$ cat src/rtl/mul_pkg.sv
// Shared types and constants for the iterative multiplier slice.
package mul_pkg;

  // Operation sequencing states.
  typedef enum logic [1:0] {
    IDLE = 2'd0,
    BUSY = 2'd1,
    DONE = 2'd2
  } mul_state_t;

  // Run-time multiply mode encoding.
  localparam logic MODE_INT   = 1'b0;
  localparam logic MODE_CLMUL = 1'b1;

endpackage

$ cat src/rtl/mul_step.sv
// One iteration of the shift-and-combine multiplier: folds STEP multiplier
// bits, placed at bit position 'offset', into the running accumulator.
// Integer mode adds the partial products, carry-less mode XORs them.
module mul_step
  import mul_pkg::*;
#(
  parameter int WIDTH = 8,
  parameter int STEP  = 1,
  parameter int OFFW  = 4
) (
  input  logic [2*WIDTH-1:0] acc,
  input  logic [WIDTH-1:0]   a,
  input  logic [STEP-1:0]    b_slice,
  input  logic [OFFW-1:0]    offset,
  input  logic               mode,
  output logic [2*WIDTH-1:0] acc_nxt
);

  logic [2*WIDTH-1:0] sum_s;
  logic [2*WIDTH-1:0] xor_s;
  logic [2*WIDTH-1:0] part_s;
  logic [OFFW-1:0]    shamt_s;

  // Combine each selected shifted copy of a into both candidate results.
  always_comb begin
    sum_s   = acc;
    xor_s   = acc;
    part_s  = '0;
    shamt_s = '0;
    for (int j = 0; j < STEP; j++) begin
      shamt_s = offset + OFFW'(j);
      part_s  = {{WIDTH{1'b0}}, a} << shamt_s;
      if (b_slice[j]) begin
        sum_s = sum_s + part_s;
        xor_s = xor_s ^ part_s;
      end else begin
        sum_s = sum_s;
        xor_s = xor_s;
      end
    end
    if (mode == MODE_CLMUL) begin
      acc_nxt = xor_s;
    end else begin
      acc_nxt = sum_s;
    end
  end

endmodule

$ cat src/rtl/iter_mul_parity.sv
// Iterative integer / carry-less multiplier with a registered parity bit.
// Operands are accepted in IDLE, the product is built over N = WIDTH/STEP
// BUSY cycles, and the result is held in DONE until the consumer takes it.
module iter_mul_parity
  import mul_pkg::*;
#(
  parameter int WIDTH = 8,
  parameter int STEP  = 1
) (
  input  logic               clk,
  input  logic               rst,
  input  logic               in_valid,
  output logic               in_ready,
  input  logic [WIDTH-1:0]   in_a,
  input  logic [WIDTH-1:0]   in_b,
  input  logic               in_clmul,
  output logic               out_valid,
  input  logic               out_ready,
  output logic [2*WIDTH-1:0] out_prod,
  output logic               out_par
);

  localparam int N    = WIDTH / STEP;
  localparam int CW   = (N > 1) ? $clog2(N) : 1;
  localparam int OFFW = (WIDTH > 1) ? $clog2(2 * WIDTH) : 1;

  // A step size that does not divide the operand width has no meaning here.
  generate
    if ((WIDTH % STEP) != 0) begin : g_bad_step
      $error("iter_mul_parity: WIDTH must be a multiple of STEP");
    end
  endgenerate

  // Even-parity helper: 1 when the vector holds an odd number of ones.
  function automatic logic calc_par(input logic [2*WIDTH-1:0] v);
    return ^v;
  endfunction

  mul_state_t         state_r;
  mul_state_t         state_nxt_s;
  logic [WIDTH-1:0]   a_r;
  logic [WIDTH-1:0]   b_r;
  logic               mode_r;
  logic [2*WIDTH-1:0] acc_r;
  logic [CW-1:0]      cnt_r;
  logic [2*WIDTH-1:0] out_prod_r;
  logic               out_par_r;
  logic [2*WIDTH-1:0] acc_nxt_s;
  logic [OFFW-1:0]    offset_s;
  logic               last_step_s;

  assign offset_s    = OFFW'(cnt_r) * OFFW'(STEP);
  assign last_step_s = (cnt_r == CW'(N - 1));

  mul_step #(
    .WIDTH (WIDTH),
    .STEP  (STEP),
    .OFFW  (OFFW)
  ) u_step (
    .acc     (acc_r),
    .a       (a_r),
    .b_slice (b_r[STEP-1:0]),
    .offset  (offset_s),
    .mode    (mode_r),
    .acc_nxt (acc_nxt_s)
  );

  // State register; reset aborts any operation in flight.
  always_ff @(posedge clk) begin
    if (rst) begin
      state_r <= IDLE;
    end else begin
      state_r <= state_nxt_s;
    end
  end

  // Next-state decode: accept, iterate N times, hold until consumed.
  always_comb begin
    state_nxt_s = state_r;
    case (state_r)
      IDLE: begin
        if (in_valid) begin
          state_nxt_s = BUSY;
        end else begin
          state_nxt_s = IDLE;
        end
      end
      BUSY: begin
        if (last_step_s) begin
          state_nxt_s = DONE;
        end else begin
          state_nxt_s = BUSY;
        end
      end
      DONE: begin
        if (out_ready) begin
          state_nxt_s = IDLE;
        end else begin
          state_nxt_s = DONE;
        end
      end
      default: begin
        state_nxt_s = IDLE;
      end
    endcase
  end

  // Operand capture, iteration datapath and result/parity registers.
  always_ff @(posedge clk) begin
    if (rst) begin
      a_r        <= '0;
      b_r        <= '0;
      mode_r     <= MODE_INT;
      acc_r      <= '0;
      cnt_r      <= '0;
      out_prod_r <= '0;
      out_par_r  <= 1'b0;
    end else begin
      case (state_r)
        IDLE: begin
          if (in_valid) begin
            a_r    <= in_a;
            b_r    <= in_b;
            mode_r <= in_clmul;
            acc_r  <= '0;
            cnt_r  <= '0;
          end
        end
        BUSY: begin
          acc_r <= acc_nxt_s;
          b_r   <= b_r >> STEP;
          cnt_r <= cnt_r + CW'(1);
          // Parity is taken from the finished product, not accumulated.
          if (last_step_s) begin
            out_prod_r <= acc_nxt_s;
            out_par_r  <= calc_par(acc_nxt_s);
          end
        end
        default: begin
          acc_r <= acc_r;
        end
      endcase
    end
  end

  assign in_ready  = (state_r == IDLE);
  assign out_valid = (state_r == DONE);
  assign out_prod  = out_prod_r;
  assign out_par   = out_par_r;

endmodule

$ cat config.mk
export PLATFORM = sky130hd
export DESIGN_NAME = iter_mul_parity
export DESIGN_NICKNAME = d
export VERILOG_FILES = /design/src/rtl/mul_pkg.sv /design/src/rtl/mul_step.sv /design/src/rtl/iter_mul_parity.sv
export SDC_FILE = /design/constraint.sdc
export NUM_CORES = 1
export LEC_CHECK = 0
export ABC_AREA = 0
export CAP_MARGIN = 25
export CORE_MARGIN = 2
export CORE_UTILIZATION = 55
export CTS_CLUSTER_DIAMETER = 120
export DETAILED_ROUTE_END_ITERATION = 10
export PLACE_DENSITY_LB_ADDON = 0.3
export SLEW_MARGIN = 20
export SYNTH_ARGS = -nofsm -noshare
export SYNTH_HDL_FRONTEND = slang
export SYNTH_SLANG_ARGS = --single-unit
$ cat constraint.sdc
create_clock -name clk -period 6.82 [get_ports clk]
set_clock_uncertainty 0.15 [all_clocks]
set_input_delay 1.364 -clock clk [delete_from_list [all_inputs] [get_ports clk]]
set_output_delay 1.364 -clock clk [all_outputs]
set_load 0.02 [all_outputs]
==> flow_metrics.tcl, run 1 <==
set metrics [dict create \
    clock_sinks 55 \
    core.rowCount 28 \
    routedLengthMet1_um 4019 \
    power_density_nw_per_um2 182.6 \
    clock_latency_ps 320 \
    synth_seq_cells 55 \
    syn_nets 484 \
    antennaDiodeCount 0 \
    hold_path.class "register to register" \
    leakagePower_nw 1.496 \
    synth_edf_count 0 \
    setup_viol 0 \
    htree_levels 2 \
    cts_hold_buf 0 \
    ant_nets 0 \
    required_ps 6850 \
    fin_crit_sh_pct 63.19 \
    switchingPower_mw 0.2008 \
    syn_area_per_cell_um2 7.718 \
    timing.hold.ws_ps 318.4 \
    synthDistinctLibCells 51 \
    cts_resized 0 \
    die_area_um2 6892 \
    worstMarginPinSlew_ps 983.1 \
    slew_headroom_pct 34.46 \
    seqPwrFrac_pct 48.0 \
    worstPathArrival_ps 4340 \
    critPathKind "register to register" \
    n_fill_cell 516 \
    r2r_slack_ps 2510 \
    area.growth.synth_to_final_pct 14.90 \
    grt_pass1_wl_um 14390 \
    endpoint_kind "register" \
    hold_viol_final 0 \
    fmax_mhz 232.1 \
    die_w_um 83.02 \
    clkPwrFrac_pct 32.6 \
    outcome "finished clean" \
    critPathLaunchType "register" \
    vias_per_cell 5.817 \
    gp_congestion 0.9359 \
    ys_async_sr_fraction_pct 0 \
    path_clk_slew_ps 110 \
    antenna_found_initial 0 \
    dieHeight_um 83.02 \
    core_um2 5991 \
    timing.final.crit_period_ps 4309 \
    switching_share_pct 27.86 \
    maxSlewViolCount 0 \
    met2_length_um 3831 \
    start_util_pct 57.33 \
    grt_use_total_pct 24.90 \
    maxCapViolCount 0 \
    tns_ps 0 \
    yosysSeqAreaShare_pct 32.06 \
    ir_worst_vdd_mv 0.1378 \
    cts_tree "built" \
    syn_area_um2 3435 \
    postCtsSetupRepairBufs 0 \
    grt_max_degree 56 \
    met3_length_um 471 \
    drt_iter0_drc 223 \
    ys_top_cells_by_area "dfxtp_1, nand2_1, nor2_1" \
    cts_root_buf "clkbuf_8" \
    dpl.hpwl_um 6059 \
    clock_path_buffers 2 \
    vias 3153 \
    routed_wl_um 8404 \
    synth_top_area_cell "dfxtp_1" \
    combPwrFrac_pct 19.4 \
    drive_gt1_share_pct 6.852 \
    synth_ff_type "dfxtp_1" \
    num_io_pins 40 \
    synthCells 445 \
    drc 0 \
    grt_pass1_vias 3030 \
    p_int_mw 0.5198 \
    drt_pass1_iterations 4 \
    avgRoutedWirePerCell_um 15.51 \
    port_buffers 39 \
    top_layer "met4" \
    synth.top_cell.area_share_pct 32.06 \
    fin_nets 505 \
    synth_warnings 0 \
    cts_made_buffers 5 \
    grt-ovfl-total 0 \
    cp_max_fo 15 \
    rsz0062_at_grt "false" \
]
## cell type report
type / instances / area (um2) / share of cell area, %
Timing Repair Buffer: 43 / 415.4 / 10.53
Inverter: 5 / 18.77 / 0.4756
Multi-Input combinational cell: 356 / 2196 / 55.64
Tap cell: 75 / 93.84 / 2.378
Clock inverter: 2 / 38.79 / 0.9829
Sequential cell: 55 / 1101 / 27.90
Clock buffer: 6 / 82.58 / 2.093
## kinds of logic after synthesis
kind of cell | after synthesis | synth area share (%)
muxes | 19 | 5.756
AOI/OAI and AO/OA | 105 | 20.00
adders and majority gates | 18 | 6.776
xor gates and xnor gates | 21 | 6.958
DFF | 55 | 32.06
buffers and inverters | 34 | 4.007
and+or+nand+nor | 193 | 24.44
## layout by cell type, fill, tap and decap left out, types with 4 or more instances in the layout
cell and instances:
nand2_1 81, nor2_1 65, dfxtp_1 55, a21oi_1 47, clkdlybuf4s50_1 38, ha_1 17, mux2i_1 13, nand3_1 12
xnor2_1 11, a31oi_1 10, o21ai_0 7, nand2b_1 7, a311oi_1 7, mux2_2 6, xor2_1 6, clkbuf_8 6
o22ai_1 5, nor3_1 5, a21oi_2 5, and2_1 4, a211oi_1 4, or3_1 4, xnor3_1 4, buf_4 4
## synthesized netlist by cell type (5+ instances only)
master	number
mux2i_1	13
ha_1	17
clkbuf_1	25
a31oi_1	10
nand2b_1	7
mux2_2	6
o22ai_1	5
nor3_1	5
o21ai_0	7
xnor2_1	11
nor2_1	65
a21oi_2	5
xor2_1	6
nand3_1	12
a311oi_1	7
a21oi_1	47
nand2_1	81
dfxtp_1	55
## sequential cells by signal, indices dropped and copies added, names as in the netlist
register and cells:
out_prod 16, b_r 8, acc_r 16, a_r 8, cnt_r 3, state_r 2
mode_r 1, out_par 1
## stage by stage
stage / area (um2) / std cells / power (mW) / setup slack [ps] / utilization, %
after floorplan: 3435 / 445 / 0.4571 / 2728 / -
after global placement: 3817 / 533 / 0.4878 / 2605 / 63.72
after detailed placement: 3817 / 533 / 0.4907 / 2557 / 63.72
after CTS: 3939 / 541 / 0.7221 / 2538 / 65.75
after global routing: 3946 / 542 / 0.7498 / 2209 / 65.87
final: 3946 / 542 / 0.7206 / 2511 / 65.87
## power by group through the flow
stage / combinational [mW] / sequential (mW) / clock, mW
6_report: 0.140 / 0.346 / 0.235
5_1_grt: 0.154 / 0.347 / 0.249
4_1_cts: 0.139 / 0.346 / 0.238
3_5_place_dp: 0.138 / 0.353 / 0
3_3_place_gp: 0.135 / 0.352 / 0
2_1_floorplan: 0.113 / 0.344 / 0
## layer usage
metal / GRT usage, % / vias up
li1: - / 1587
met1: 34.87 / 1463
met2: 40.98 / 93
met3: 3.877 / 10
met4: 4.769 / 0
met5: 0 / -
## worst max-delay path: stages, from the launching register on
cell and delay (ps):
dfxtp_1 720, mux2_2 410, o21ai_0 230, mux2i_1 120
ha_1 370, o21a_1 160, a21oi_2 80, o311ai_4 340
nand2_1 110, xor2_1 160, a21oi_2 210, xnor3_1 430
xnor2_1 190, xnor3_1 320, nand2_1 90, a21oi_2 60
## path summary, 6_finish.rpt
path                     from     endpoint  depth (start not counted)
hold / removal    out_prod[3]  out_prod[3]                          2
hold reg to reg   out_prod[3]  out_prod[3]                          2
setup / recovery     cnt_r[1]      out_par                         15
setup reg to reg     cnt_r[1]      out_par                         15
Note: power is estimated with default switching activity, not from simulation.
==> run 2, diff against run 1 <==
--- a/config.mk
+++ b/config.mk
@@ -8,7 +8,7 @@
 export ABC_AREA = 0
 export CAP_MARGIN = 25
 export CORE_MARGIN = 2
-export CORE_UTILIZATION = 55
+export CORE_UTILIZATION = 51
 export CTS_CLUSTER_DIAMETER = 120
 export DETAILED_ROUTE_END_ITERATION = 10
 export PLACE_DENSITY_LB_ADDON = 0.3
==> constraint.sdc (replaced) <==
create_clock -name clk -period 3.8 [get_ports clk]
set_clock_uncertainty 0.15 [all_clocks]
set_input_delay 0.76 -clock clk [delete_from_list [all_inputs] [get_ports clk]]
set_output_delay 0.76 -clock clk [all_outputs]
set_load 0.02 [all_outputs]
==> flow_metrics.tcl, run 2 (synthesized netlist as in run 1, its figures left out) <==
set metrics [dict create \
    cp_common_cell "xnor3_1" \
    clock_sinks 55 \
    antenna_found_initial 0 \
    critPathKind "register to register" \
    crit_chain "buf_12 -> mux2i_2 -> mux2_4 -> o22ai_2 -> ha_2 -> a21oi_2 -> nand2_2 -> o21a_1 -> or3_1 -> nand3_2 -> xnor3_1 -> xnor3_1 -> xnor2_2 -> xnor3_1 -> nand2_1 -> a21oi_2" \
    max_stage_delay_ps 380 \
    area.growth.synth_to_final_pct 25.54 \
    r2r_slack_ps -100 \
    failed_checks "setup timing" \
    routed_wl_um 9085 \
    avgRoutedWirePerCell_um 15.64 \
    startpoint "cnt_r[1]" \
    required_ps 3820 \
    path_clk_slew_ps 100 \
    timing.final.ws_setup_ps -103.4 \
    setup_viol 1 \
    endpoint_kind "register" \
    slew_headroom_pct 34.09 \
    dp_cells 571 \
    hold_start "out_prod[7]" \
    cts_made_buffers 5 \
    ir_worst_vdd_mv 0.2864 \
    place_ws_ps -182.9 \
    start_util_pct 53.48 \
    maxCapViolCount 0 \
    rr_worst_depth 16 \
    dieHeight_um 86.07 \
    maxSlewViolCount 0 \
    fin_nets 542 \
    register_area_um2 1106 \
    place_area_um2 4111 \
    leakagePower_nw 1.706 \
    critPathBufInv 1 \
    worstPathArrival_ps 3920 \
    n_fill_cell 539 \
    ant_nets 0 \
    r2r_end "out_par" \
    grt_pass1_vias 3129 \
    cp_max_fo 8 \
    cts_root_buf "clkbuf_8" \
    drive_gt1_share_pct 17.26 \
    num_io_pins 40 \
    fin_crit_sh_pct 102.7 \
    hold-path-endpoint "out_prod[7]" \
    vias 3328 \
    cts_hold_buf 0 \
    fin_area_um2 4312 \
    hold_viol_final 0 \
    final_cell_count_no_fill 581 \
    port_buffers 39 \
    drt_pass1_iterations 5 \
    tns_ps -103.4 \
    core.rowCount 29 \
    grt-ovfl-total 0 \
    dpl.hpwl_um 6577 \
    critPathLaunchType "register" \
    rsz0062_at_grt "true" \
    drt_iter0_drc 231 \
    clock_latency_ps 310 \
    vias_per_cell 5.728 \
    die_w_um 86.07 \
    slowest_stage "or3_1" \
    fmax_mhz 256.2 \
    outcome "finished, violations left" \
    clock_path_buffers 2 \
    hold_path.class "register to register" \
    htree_levels 2 \
    die_area_um2 7407 \
    drc 0 \
    core_um2 6422 \
    grt_pass1_wl_um 15150 \
    hold_depth 2 \
    multi_input_area_um2 2281 \
    timing.final.crit_period_ps 3903 \
    rr_startpoint "cnt_r[1]" \
    grt_use_total_pct 25.42 \
    power_density_nw_per_um2 297.5 \
    gp_congestion 0.8930 \
    grt_max_degree 56 \
    antennaDiodeCount 0 \
    cts_tree "built" \
    final_cell_mix "nand2_1, nor2_1, dfxtp_1" \
    cpLargestDelayFamily "XOR/XNOR gates" \
    mostFrequentLayoutCell "nand2_1" \
    worstMarginPinSlew_ps 986.6 \
]
## run 2: cell count changes in the layout (fill, tap and decap cells not counted), moves of 3 or more
cell	delta
mux2i_2	+3
mux2i_1	-3
buf_4	+36
o21ai_0	-3
## run 2: per-stage QoR
stage                     total power [mW]  util (%)  hold slack, ps
after floorplan                     0.8230         -           295.2
after global placement              0.9068     64.02           298.9
after detailed placement            0.9151     64.02           300.3
after CTS                            1.282     66.18           316.2
after global routing                 1.338     67.13           346.8
final                                1.283     67.13           311.4
## run 2: repair_timing
item,4_1_cts,5_1_grt
setup buffers,0,2
setup endpoints to repair,1,5
pin swaps,2,8
resized for setup,9,13
## run 2: area by class of cell
| type | instances | area share (%) |
|---|---|---|
| clock inverter | 1 | 0.1741 |
| timing repair buffer | 80 | 16.37 |
| sequential | 55 | 25.65 |
| tap | 77 | 2.234 |
| multi-input combinational | 356 | 52.90 |
| inverter | 5 | 0.4353 |
| clock buffer | 7 | 2.234 |
## run 2: how the worst max path moves through the flow
stage,depth (start not counted),slack (ps),end
global route,18,-300,out_par
floorplan,17,7,out_par
finish,16,-100,out_par
detailed placement,16,-180,out_par
global placement,16,-100,out_par
CTS,16,-120,out_par
## run 2: layer usage
layer	GRT usage (%)	part of all wire, %
met3	3.850	5.0
met2	39.46	46
met1	35.62	47
met4	9.524	1.9
met5	0	0
## run 2: power by group
part           internal (mW)  total (mW)  switching (mW)
combinational          0.158       0.311           0.154
clock                  0.166       0.359           0.192
sequential             0.595       0.613          0.0180
## run 2: worst min-delay path, cell delays in order, from the launching register on
cell and delay, ps:
dfxtp_1 320, nand2_1 50, a21oi_1 50
